==> src/rtl/wb_commit_buffer.sv <==
// Multi-channel writeback commit buffer: round-robin intake, load extraction at
// enqueue, DEPTH-entry FIFO draining one regfile write per cycle, forwarding lookup.
module wb_commit_buffer #(
    parameter int unsigned XLEN   = 32,
    parameter int unsigned NUM_CH = 2,
    parameter int unsigned DEPTH  = 4,
    parameter int unsigned RIDX   = 5
) (
    input  logic                                  clk,
    input  logic                                  rst,
    input  logic [NUM_CH-1:0]                     ch_valid,
    output logic [NUM_CH-1:0]                     ch_ready,
    input  logic [NUM_CH*RIDX-1:0]                ch_rd,
    input  logic [NUM_CH*XLEN-1:0]                ch_data,
    input  logic [NUM_CH*$clog2(XLEN/8)-1:0]      ch_addr_lo,
    input  logic [NUM_CH*3-1:0]                   ch_mode,
    input  logic                                  rf_ready,
    output logic                                  rf_we,
    output logic [RIDX-1:0]                       rf_rd,
    output logic [XLEN-1:0]                       rf_wdata,
    input  logic [RIDX-1:0]                       fwd_rs,
    output logic                                  fwd_hit,
    output logic [XLEN-1:0]                       fwd_data,
    output logic [$clog2(DEPTH):0]                count
);

    localparam int unsigned LW  = $clog2(XLEN / 8);
    localparam int unsigned PW  = $clog2(DEPTH);
    localparam int unsigned CW  = PW + 1;
    localparam int unsigned RRW = (NUM_CH > 1) ? $clog2(NUM_CH) : 1;

    typedef enum logic [2:0] {
        M_PASS  = 3'b000,
        M_LB    = 3'b001,
        M_LH    = 3'b010,
        M_LW    = 3'b011,
        M_LBU   = 3'b100,
        M_LHU   = 3'b101,
        M_LWU   = 3'b110,
        M_PASS2 = 3'b111
    } mode_e;

    // Misaligned halfword/word accesses simply drop the low lane bits.
    function automatic logic [XLEN-1:0] extract(input logic [XLEN-1:0] data,
                                                input logic [LW-1:0]   lo,
                                                input mode_e           mode);
        logic [LW-1:0]   h_lo;
        logic [LW-1:0]   w_lo;
        logic [7:0]      b;
        logic [15:0]     h;
        logic [31:0]     w;
        logic [XLEN-1:0] res;
        h_lo = lo & ~LW'(1);
        w_lo = lo & ~LW'(3);
        b    = data[{lo, 3'b000} +: 8];
        h    = data[{h_lo, 3'b000} +: 16];
        w    = data[{w_lo, 3'b000} +: 32];
        case (mode)
            M_LB:    res = XLEN'($signed(b));
            M_LH:    res = XLEN'($signed(h));
            M_LW:    res = XLEN'($signed(w));
            M_LBU:   res = XLEN'(b);
            M_LHU:   res = XLEN'(h);
            M_LWU:   res = XLEN'(w);
            default: res = data;
        endcase
        return res;
    endfunction

    logic [RIDX-1:0] ent_rd   [DEPTH];
    logic [XLEN-1:0] ent_data [DEPTH];
    logic [PW-1:0]   rd_ptr;
    logic [PW-1:0]   wr_ptr;
    logic [RRW-1:0]  rr_ptr;

    logic [RRW-1:0]  gnt;
    logic            gnt_any;
    logic [RRW:0]    cand;
    logic            deq;
    logic            space;
    logic            xfer;
    logic            enq;
    logic [RIDX-1:0] sel_rd;
    logic [XLEN-1:0] sel_data;
    logic [PW-1:0]   fidx;

    // First valid channel at or after rr_ptr, wrapping at NUM_CH.
    always_comb begin
        gnt     = '0;
        gnt_any = 1'b0;
        cand    = '0;
        for (int unsigned i = 0; i < NUM_CH; i++) begin
            cand = {1'b0, rr_ptr} + (RRW + 1)'(i);
            if (cand >= (RRW + 1)'(NUM_CH)) cand = cand - (RRW + 1)'(NUM_CH);
            if (!gnt_any && ch_valid[cand[RRW-1:0]]) begin
                gnt_any = 1'b1;
                gnt     = cand[RRW-1:0];
            end
        end
    end

    always_comb begin
        deq      = (count != '0) & rf_ready & ~rst;
        space    = (count < CW'(DEPTH)) | deq;
        xfer     = gnt_any & space & ~rst;
        ch_ready = '0;
        if (xfer) ch_ready[gnt] = 1'b1;
        sel_rd   = ch_rd[gnt*RIDX +: RIDX];
        sel_data = extract(ch_data[gnt*XLEN +: XLEN],
                           ch_addr_lo[gnt*LW +: LW],
                           mode_e'(ch_mode[gnt*3 +: 3]));
        enq      = xfer & (sel_rd != '0);
        rf_we    = deq;
        rf_rd    = ent_rd[rd_ptr];
        rf_wdata = ent_data[rd_ptr];
    end

    // Oldest-to-newest walk; a later match overrides, so the youngest entry wins.
    always_comb begin
        fwd_hit  = 1'b0;
        fwd_data = '0;
        fidx     = '0;
        if (!rst && fwd_rs != '0) begin
            for (int unsigned i = 0; i < DEPTH; i++) begin
                fidx = rd_ptr + PW'(i);
                if (CW'(i) < count && ent_rd[fidx] == fwd_rs) begin
                    fwd_hit  = 1'b1;
                    fwd_data = ent_data[fidx];
                end
            end
        end
    end

    always_ff @(posedge clk or posedge rst) begin
        if (rst) begin
            rd_ptr <= '0;
            wr_ptr <= '0;
            rr_ptr <= '0;
            count  <= '0;
            for (int unsigned i = 0; i < DEPTH; i++) begin
                ent_rd[PW'(i)]   <= '0;
                ent_data[PW'(i)] <= '0;
            end
        end else begin
            if (enq) begin
                ent_rd[wr_ptr]   <= sel_rd;
                ent_data[wr_ptr] <= sel_data;
                wr_ptr           <= wr_ptr + 1'b1;
            end
            if (deq) rd_ptr <= rd_ptr + 1'b1;
            if (enq && !deq)      count <= count + 1'b1;
            else if (deq && !enq) count <= count - 1'b1;
            if (xfer) rr_ptr <= (gnt == RRW'(NUM_CH - 1)) ? '0 : gnt + 1'b1;
        end
    end

endmodule

==> config.mk <==
export PLATFORM = sky130hd
export DESIGN_NAME = wb_commit_buffer
export DESIGN_NICKNAME = d
export VERILOG_FILES = /design/src/rtl/wb_commit_buffer.sv
export SDC_FILE = /design/constraint.sdc
export NUM_CORES = 1
export LEC_CHECK = 0
export ABC_AREA = 1
export CORE_MARGIN = 2
export CORE_UTILIZATION = 57
export CTS_BUF_LIST = sky130_fd_sc_hd__clkbuf_8
export CTS_CLUSTER_SIZE = 25
export DETAILED_ROUTE_END_ITERATION = 7
export DONT_BUFFER_PORTS = 1
export PLACE_DENSITY_LB_ADDON = 0.08
export SYNTH_ARGS = -nofsm -noshare
export SYNTH_HDL_FRONTEND = slang
export SYNTH_SLANG_ARGS = --single-unit
==> constraint.sdc <==
create_clock -name clk -period 8 [get_ports clk]
set_input_delay 1.2 -clock clk [delete_from_list [all_inputs] [get_ports clk]]
set_output_delay 1.2 -clock clk [all_outputs]
set_load 0.01 [all_outputs]
; Yosys cells after proc, flatten, opt, wreduce, memory -nomap -nowiden
; Cells that the tools add are included.
[classes]
add_sub_neg = 10
n_mul = 2
order_cmp = 17
eq_ne = 8
shifts = 6
muxes = 57
n_bitwise = 12
reduce_logical = 18
[ops]
columns = op, count
row1 = $mux 32, 14
row2 = $bmux 32 s2, 4
row3 = $bwmux 128, 1
row4 = $pmux 32 s4, 1
row5 = $demux 32 s2, 1
row6 = $shiftx 64x7->32, 1
row7 = $mux 5, 9
row8 = $bmux 5 s2, 4
row9 = $shiftx 32x6->16, 1
row10 = $shiftx 32x6->8, 1
row11 = $bwmux 20, 1
row12 = $eq 5x5->1, 4
row13 = $mux 1, 17
row14 = $ge 3x3->1 const B, 5
row15 = $not 2->3, 5
row16 = $demux 5 s2, 1
row17 = $logic_and 1x1->1, 10
row18 = $reduce_bool 5->1, 2
row19 = $shiftx 10x5->5, 1
row20 = $eq 3x3->1 const B, 2
row21 = $lt 1x2->1 const B, 3
row22 = $lt 1x3->1 const A, 2
row23 = $lt 2x3->1 const A, 2
row24 = $mux 3, 2
row25 = 26 further kinds, 36
[totals]
register_bits = 156
inputBits = 94
out_inout_bits = 76
elab_cells = 142

; Depth between registers and ports, before layout
; Gate-level depths: netlist of run 1.
[depth]
word_depth = 16
mapped_depth = 18
mapped_depth_nobuf = 17

; Worst setup path after synthesis of run 1
; Ideal clock, no wire load.
[synth_timing]
path_type = in2out
from = input rst
to = output fwd_data[0]
t_arrival_ns = 5.529
required_time_ns = 6.800
slack_ns = 1.271
cell_stages = 6
path_buffers = 1
path_cell_list = inv_1 -> nand2_1 -> inv_1 -> buf_1 -> nand2_1 -> a21oi_1
[synth_between]
elab_chain_cells = 3
[synth_rtl]
columns = element, line
row1 = "start, declared", 10  ; input logic rst,
row2 = $logic_not 1->1 (no line), n/a
row3 = $logic_and 1x1->1, 123  ; if (!rst && fwd_rs != '0) begin
row4 = $mux 32, 123
row5 = "end, declared", 23  ; output logic [XLEN-1:0] fwd_data,
; Every way passes these cells.

; Worst setup path in the final report of run 1
[layout_timing]
from = register rd_ptr[0]
to = output fwd_data[11]
[layout_between]
elab_chain_cells = 11
word_cells_on_any_way = 44
classes_between = 3 x add/sub / 4 x eq/ne / 29 x mux / 4 x bitwise / 4 x reduce/logical
[layout_rtl]
columns = element, line
row1 = "start, declared", 72  ; logic [PW-1:0] rd_ptr;
row2 = "start signal, assigned", 150  ; if (deq) rd_ptr <= rd_ptr + 1'b1;
row3 = $add 2x1->2 / $not 2->3 (equally long branches), "125, 126, 128"
row4 = $not 2->3 (not written as such) / $bmux 5 s2 (equally long branches), "126, 128"
row5 = $bmux 5 s2 / $mux 5 (equally long branches), 126  ; if (CW'(i) < count && ent_rd[fidx] == fwd_rs) begin
row6 = $mux 5 (not written as such), 126
row7 = $mux 5 (not written as such) / $eq 5x5->1 (equally long branches), 126
row8 = $eq 5x5->1 / $logic_and 1x1->1 (equally long branches), 126
row9 = $logic_and 1x1->1 / $mux 32 (equally long branches), 126
row10 = $mux 32 (2 in series), 126
row11 = $mux 32 (*), 126
row12 = $mux 32 (*), 123
; Every way passes the cells marked *; elsewhere a longest branch is shown, timed or not. The select of a mux whose other input is x is not followed.

==> run summary, run 1 <==
top cell type by total area after synthesis = dfrtp_1
vias in the first global route = 11,736
cts bufs inserted = 17
post-synth net total = 2,236
Tot Pwr = 5.60 mW
final setup fails = 0
DRC = 0
worst reg2reg setup slack = 4060 ps
post-synth top area share = 31.2%
Syn Area/Cell = 5.87 sq um
Reg2Reg Capture Point = ent_data[19]
Inserted Diodes = 0
CTS tree = done
Int Pwr = 2.40 mW
Die Wd = 152 um
tightest hold margin = 485 ps
Iteration-0 DRC Markers = 1,627
GR Util All Layers = 35.0%
Min-Delay Path Depth = 2
Setup Buffers After CTS = 0
share of layout cells above drive strength 1 = 4.80%
Worst-path clk slew = 110 ps
fin crit share = 84.5%
dpl hpwl = 28.2 mm
Pwr per Cell Area = 437 mW/mm^2
drt wl/cell = 17.5 um
Min-Delay Startpoint = ent_data[14]
area delta synth->final = 2.22%
combinational share of power = 62.6%
slowest CP cell = inv_2
CP Capture Type = primary output
Hold Path Class = flop to flop
commonest cells in the netlist = nand2_1, o21ai_0, inv_1, dfrtp_1, nand3_1
core area = 0.0217 sq mm
Cell variety after synth = 32
R2R depth = 13
Clk Tree Root Cell = clkbuf_8
Worst Tran Pin Value = 1120 ps
Die ar. = 0.0232 sq mm
final RePlAce weighted congestion = 0.962
CP Launch Type = flop
top_reg_cell synth = dfrtp_1
CP max stage delay = 930 ps
Final Hold Viols = 0
Max IR drop VDD = 242 uV
final wirelength = 40.7 mm
unrepaired setup endpoints after global routing = false
sequential area share after synthesis = 31.2%
final net count = 2,130
Worst R2R Start = rr_ptr
initial antenna violation count = 0
worst skew pair latency = 480 ps
Cells after Synth = 2,134
buffers and inverters on the worst path = 5
Vias/cell = 5.77
Congestion Overflow GR = 0
Setup Crit Path Kind = flop to primary output
detailed-router iteration count before antenna repair = 6
Final Skew = 23.9 ps
port bufs = 0
Mapped Area = 0.0125 sq mm
sequential power share = 26.1%
Yosys warnings = 0
hold endpoint = ent_data[14]
ys async rst share = 100%
FF+latch count, synth = 156
worst-path maximum fanout = 103
clock share of power = 11.3%
Slew Limit Fails = 0
Slew HR = 25.5%
post-cts sizing count = 0
vias after detailed routing = 13,388
status = finished, final reports clean
row count = 54
initial core utilization = 57.8%
antenna-violating nets left = 0
max-cap viol count = 0
global-route wire length before repair = 64.9 mm
H-tree levels = 4
Num Clock Sinks = 156
Levels on crit path = 15
cts hold-fix bufs = 0
critical path arrival = 5560 ps
Fmax achieved = 148 MHz
CTS max path bufs = 2
Tmin final = 6760 ps
Die H = 152 um
WP data required = 6800 ps
largest net degree at the start of global routing = 138
LEAKAGE = 6.47 nW
EDFF count, synth = 0
most frequent cell after synthesis = nand2_1
Top Family by Delay on Critical Path = buffers and inverters
I/O pin count = 170
critical-path cell list = inv_2 -> nand2_1 -> nand2_2 -> buf_4 -> nand2_1 -> nand3_1 -> nand2_1 -> nor2_2 -> buf_4 -> nand3_2 -> buf_4 -> a21oi_2 -> buf_4 -> nand2_1 -> a21oi_1
top post-synthesis cells by area = dfrtp_1, nand2_1, o21ai_0, nand3_1, inv_1
switching share of power = 57.1%
P_sw = 3.20 mW
final setup TNS = 0 ps
crit path from = rd_ptr[0]
## stage by stage
step,setup WS (ps),cells,util (%),area (sq um)
after floorplan,1270,2134,-,12500
after global placement,2000,2289,57.2,12400
after detailed placement,1860,2289,57.2,12400
after CTS,1320,2321,59.0,12800
after global routing,745,2321,59.0,12800
final,1240,2321,59.0,12800
## cell type report
class,count,area (sq um)
clock buffer,18,248
clock inverter,14,159
fill,2216,8880
inverter,182,689
multi-input combinational,1655,7330
sequential,156,3910
tap,280,350
timing repair buffer,16,120
## power groups by stage
| stage | clock, mW | combinational (mW) | sequential [mW] |
|---|---|---|---|
| CTS | 0.633 | 3.42 | 1.45 |
| finish | 0.633 | 3.50 | 1.46 |
| global route | 0.669 | 3.98 | 1.51 |
| detailed placement | 0 | 3.41 | 1.47 |
| global placement | 0 | 3.34 | 1.45 |
| floorplan | 0 | 2.76 | 1.33 |
## state kept, by name, summed over array words and instances, names as in the netlist
name      cells
ent_data    128
rd_ptr        2
wr_ptr        2
rr_ptr        1
count         3
ent_rd       20
## logic make-up after synthesis
| family | Yosys count | share of synthesized area (%) |
|---|---|---|
| AOI/OAI and AO/OA | 410 | 16.8 |
| DFF | 156 | 31.2 |
| adders and majority gates | 8 | 0.799 |
| xor gates and xnor gates | 7 | 0.489 |
| and+or+nand+nor | 1224 | 39.7 |
| buffers and inverters | 323 | 10.6 |
| muxes | 6 | 0.479 |
## layer usage
metal / part of all wire [%] / track usage [%]
met5: 0 / 0
met4: 1.5 / 8.06
met3: 12 / 9.02
met2: 41 / 50.0
met1: 46 / 53.0
## worst min-delay path, delay by kind of cell (launching register included)
kind | cells | cell delay [ps]
AND/OR/NAND/NOR | 2 | 110
flip-flops | 1 | 350
## worst max path at each step
| stage | endpoint | slack (ps) |
|---|---|---|
| floorplan | fwd_data[0] | 1270 |
| global placement | fwd_data[3] | 2000 |
| detailed placement | fwd_data[6] | 1860 |
| CTS | fwd_data[6] | 1320 |
| global route | fwd_data[3] | 740 |
| finish | fwd_data[11] | 1240 |
## layout by cell type (no fill, tap or decap), types with 4 or more instances in the layout
| master | instances |
|---|---|
| nand2_1 | 924 |
| o21ai_0 | 318 |
| inv_1 | 174 |
| dfrtp_1 | 155 |
| nand3_1 | 144 |
| nor2_1 | 84 |
| o21ai_1 | 47 |
| nand4_1 | 36 |
| a21oi_1 | 31 |
| clkbuf_8 | 18 |
| buf_4 | 16 |
| or2_2 | 11 |
| nand2_2 | 10 |
| ha_1 | 8 |
| inv_6 | 6 |
| mux2i_1 | 6 |
| xor2_1 | 6 |
| a21oi_2 | 6 |
| nor2_4 | 5 |
| nor2_2 | 5 |
| o211ai_1 | 4 |
| clkinv_4 | 4 |
No activity file was read; power rests on OpenSTA's default activity.
==> run 2, diff against run 1 <==
- clock period: 8 -> 6.95 ns (I/O delays scaled with it)
==> run summary, run 2 (same netlist as run 1, synthesis figures left out) <==
status = finished, final reports clean
post-cts sizing count = 0
cts bufs inserted = 17
Die ar. = 0.0232 sq mm
Max IR drop VDD = 219 uV
row count = 54
Die Wd = 152 um
global-route wire length before repair = 63.6 mm
dpl hpwl = 27.8 mm
Fmax achieved = 189 MHz
Congestion Overflow GR = 0
vias after detailed routing = 13,295
Tmin final = 5280 ps
biggest regs = ent_data: 128 flops, ent_rd: 20 flops, count: 3 flops
Num Clock Sinks = 156
Iteration-0 DRC Markers = 1,595
Final Skew = 17.9 ps
Clk Tree Root Cell = clkbuf_8
post-layout util = 59.2%
Slew HR = 26.3%
final net count = 2,136
Slew Limit Fails = 0
share of layout cells above drive strength 1 = 5.03%
most frequent cells in the layout = nand2_1, o21ai_0, inv_1
Setup Buffers After CTS = 0
DRC = 0
final setup fails = 0
WP data required = 5910 ps
Pwr per Cell Area = 506 mW/mm^2
Reg with most FFs = ent_data
LEAKAGE = 6.50 nW
CTS tree = done
CP Capture Type = primary output
GR Util All Layers = 34.2%
cts hold-fix bufs = 0
fillers = 2,203
initial core utilization = 57.8%
most common cell after layout, fill and taps aside = nand2_1
vias in the first global route = 11,429
post-route worst setup slack = 1670 ps
DP Worst Slack = 2210 ps
CP Launch Type = flop
core area = 0.0217 sq mm
antenna-violating nets left = 0
Worst-path clk slew = 90 ps
initial antenna violation count = 0
Hold Path Class = flop to flop
Die H = 152 um
critical path arrival = 4240 ps
detailed-router iteration count before antenna repair = 6
register area = 0.00391 sq mm
Setup Crit Path Kind = flop to primary output
post-placement cell count = 2,295
area delta synth->final = 2.48%
Vias/cell = 5.72
max reg flops = 128
multi-input logic area = 0.00733 sq mm
max-cap viol count = 0
final setup TNS = 0 ps
final wirelength = 40.1 mm
H-tree levels = 4
drt wl/cell = 17.2 um
final RePlAce weighted congestion = 0.919
fin cells = 2,326
Worst Tran Pin Value = 1100 ps
unrepaired setup endpoints after global routing = false
Final Hold Viols = 0
fin crit share = 76.0%
port bufs = 0
worst-path maximum fanout = 49
I/O pin count = 170
worst skew pair latency = 470 ps
largest net degree at the start of global routing = 133
Inserted Diodes = 0
CTS max path bufs = 2
run 2: final cells by class:
cell class / count / share of cell area (%)
Sequential cell: 156 / 30.4
Timing Repair Buffer: 22 / 1.29
Inverter: 182 / 5.37
Tap cell: 280 / 2.73
Multi-Input combinational cell: 1655 / 57.1
Clock inverter: 13 / 1.14
Clock buffer: 18 / 1.93
run 2: stage by stage:
stage | area [sq um] | power (mW) | hold WS, ps
2_1_floorplan | 12500 | 4.71 | 449
3_3_place_gp | 12400 | 5.61 | 465
3_5_place_dp | 12400 | 5.69 | 466
4_1_cts | 12800 | 6.39 | 489
5_1_grt | 12800 | 7.11 | 498
6_report | 12800 | 6.50 | 489
run 2: path summary, 6_finish.rpt:
check | from | endpoint | slack, ps | cells past startpoint
worst max-delay path | rd_ptr[1] | fwd_data[15] | 1670 | 14
worst min-delay path | ent_data[24] | ent_data[24] | 490 | 2
worst max register to register | rr_ptr | ent_data[25] | 3330 | 12
worst min register to register | ent_data[24] | ent_data[24] | 490 | 2
max in group asynchronous | rst | ent_data[88] | 4910 | 2
min in group asynchronous | rst | count[0] | 570 | 1
run 2: power by group:
group	internal, mW	switching, mW	total (mW)	leakage (nW)
Combinational	1.13	3.06	4.18	4.34
Sequential	1.32	0.285	1.60	1.96
Clock	0.308	0.401	0.709	0.200
run 2: routing by layer:
| layer | vias to the layer above | share of wire (%) | global-route usage [%] | wire length (um) |
|---|---|---|---|---|
| li1 | 6572 | - | - | - |
| met1 | 6031 | 47 | 53.9 | 18800 |
| met2 | 661 | 41 | 49.2 | 16500 |
| met3 | 31 | 11 | 6.09 | 4350 |
| met4 | 0 | 0.99 | 6.05 | 395 |
| met5 | - | 0 | 0 | 0 |
run 2: critical path: stages (launching register included):
cell and delay, ps:
dfrtp_1 760, clkinv_2 150, buf_4 320, nand2_1 150, nand2_2 240, o21ai_1 270, inv_1 60, nand2_1 60
nand2_1 50, nor2_1 80, nand2_1 90, nor2_4 800, buf_4 360, nor2_1 60, a21oi_1 280
==> run 3, diff against run 2 <==
- clock period: 6.95 -> 5.1 ns (I/O delays scaled with it)
==> run summary, run 3 (same netlist as run 1, synthesis figures left out) <==
Top Family by Delay on Critical Path = buffers and inverters
biggest regs = ent_data: 128 flops, ent_rd: 20 flops, count: 3 flops
critical-path cell list = inv_2 -> buf_4 -> nand2_1 -> nand3_1 -> nand2_1 -> nand2_1 -> nand2_1 -> nor2_1 -> nand3_1 -> a21oi_2 -> buf_4 -> nand2_1 -> a21oi_1 -> buf_4
max-cap viol count = 0
P_sw = 5.02 mW
core area = 0.0217 sq mm
CTS tree = done
fin crit share = 90.5%
Congestion Overflow GR = 0
initial antenna violation count = 0
Worst Tran Pin Value = 1030 ps
Setup Buffers After CTS = 0
Clk Tree Root Cell = clkbuf_8
Die Wd = 152 um
sequential power share = 24.9%
port bufs = 0
Levels on crit path = 14
design area = 0.0131 sq mm
Num Clock Sinks = 156
GR Util All Layers = 34.3%
vias after detailed routing = 13,389
cts bufs inserted = 17
row count = 54
share of layout cells above drive strength 1 = 6.36%
multi-input logic area = 0.00733 sq mm
final setup TNS = 0 ps
post-cts sizing count = 0
CP Launch Type = flop
slowest CP cell = dfrtp_4
Reg2Reg Capture Point = ent_data[25]
Slew Limit Fails = 0
crit-path most repeated cell = nand2_1
drt wl/cell = 17.1 um
fillers = 2,184
Iteration-0 DRC Markers = 1,489
Vias/cell = 5.69
status = finished, final reports clean
cts hold-fix bufs = 0
worst skew pair latency = 490 ps
Reg with most FFs = ent_data
WP data required = 4340 ps
max reg flops = 128
placed instance area = 0.0127 sq mm
final RePlAce weighted congestion = 0.929
final wirelength = 40.3 mm
Int Pwr = 3.92 mW
Slew HR = 31.5%
crit path to = fwd_data[0]
unrepaired setup endpoints after global routing = false
largest net degree at the start of global routing = 231
Max IR drop VDD = 505 uV
worst reg2reg setup slack = 1330 ps
post-layout util = 60.4%
I/O pin count = 170
Die H = 152 um
Final Hold Viols = 0
Final Skew = 24.1 ps
switching share of power = 56.2%
worst-path maximum fanout = 47
Inserted Diodes = 0
detailed-router iteration count before antenna repair = 6
R2R depth = 12
Die ar. = 0.0232 sq mm
area delta synth->final = 4.61%
LEAKAGE = 6.67 nW
crit path from = rd_ptr[0]
H-tree levels = 4
critical path arrival = 3850 ps
final setup fails = 0
tightest hold margin = 153 ps
register area = 0.00391 sq mm
combinational share of power = 63.3%
Setup Crit Path Kind = flop to primary output
CP max stage delay = 550 ps
final net count = 2,164
Fmax achieved = 217 MHz
global-route wire length before repair = 64.0 mm
Worst R2R Start = rr_ptr
vias in the first global route = 11,458
DRC = 0
clock share of power = 11.8%
Tmin final = 4610 ps
antenna-violating nets left = 0
Hold Path Class = input port to async pin
most frequent cells in the layout = nand2_1, o21ai_0, inv_1
dpl hpwl = 27.9 mm
Worst-path clk slew = 110 ps
CTS max path bufs = 2
most common cell after layout, fill and taps aside = nand2_1
Pwr per Cell Area = 682 mW/mm^2
CP Capture Type = primary output
initial core utilization = 57.8%
buffers and inverters on the worst path = 4
Tot Pwr = 8.94 mW
-- run 3: worst min path at each step --
| stage | start | end | slack [ps] | depth (start not counted) |
|---|---|---|---|---|
| floorplan | ent_data[16] | ent_data[16] | 450 | 2 |
| global placement | ent_data[15] | ent_data[15] | 460 | 2 |
| detailed placement | ent_data[70] | ent_data[70] | 470 | 2 |
| CTS | rst | count[2] | 160 | 1 |
| global route | rst | count[2] | 180 | 1 |
| finish | rst | count[2] | 150 | 1 |
-- run 3: routing by layer --
layer	global-route usage, %	up-vias	share of wire, %
met5	0	-	0
met3	6.97	47	11
met4	6.72	0	1.3
li1	-	6630	-
met2	48.9	659	42
met1	53.8	6053	46
-- run 3: power groups by stage --
stage	logic (mW)	clock network (mW)	registers, mW
6_report	5.66	1.06	2.22
4_1_cts	5.56	1.07	2.21
5_1_grt	6.42	1.12	2.28
3_5_place_dp	5.55	0	2.23
3_3_place_gp	5.45	0	2.21
2_1_floorplan	4.34	0	2.08
-- run 3: worst register-to-register path, delay by kind of cell, from the launching register on --
kind	cells	cell delay, ps
buffers and inverters	2	420
flip-flops	1	380
AO/OA/AOI/OAI	2	260
AND/OR/NAND/NOR	8	2620
-- run 3: area by class of cell --
class                      count  share of cell area [%]
multi-input combinational   1655                    55.9
sequential                   156                    29.8
inverter                     182                    5.25
timing repair buffer          50                    3.06
tap                          280                    2.67
clock buffer                  17                    1.79
clock inverter                15                    1.52
-- run 3: per-stage QoR --
step | setup WS [ps] | cells
floorplan | 340 | 2134
detailed placement | 1060 | 2323
global route | 248 | 2355
finish | 487 | 2355
global placement | 1140 | 2323
CTS | 572 | 2355
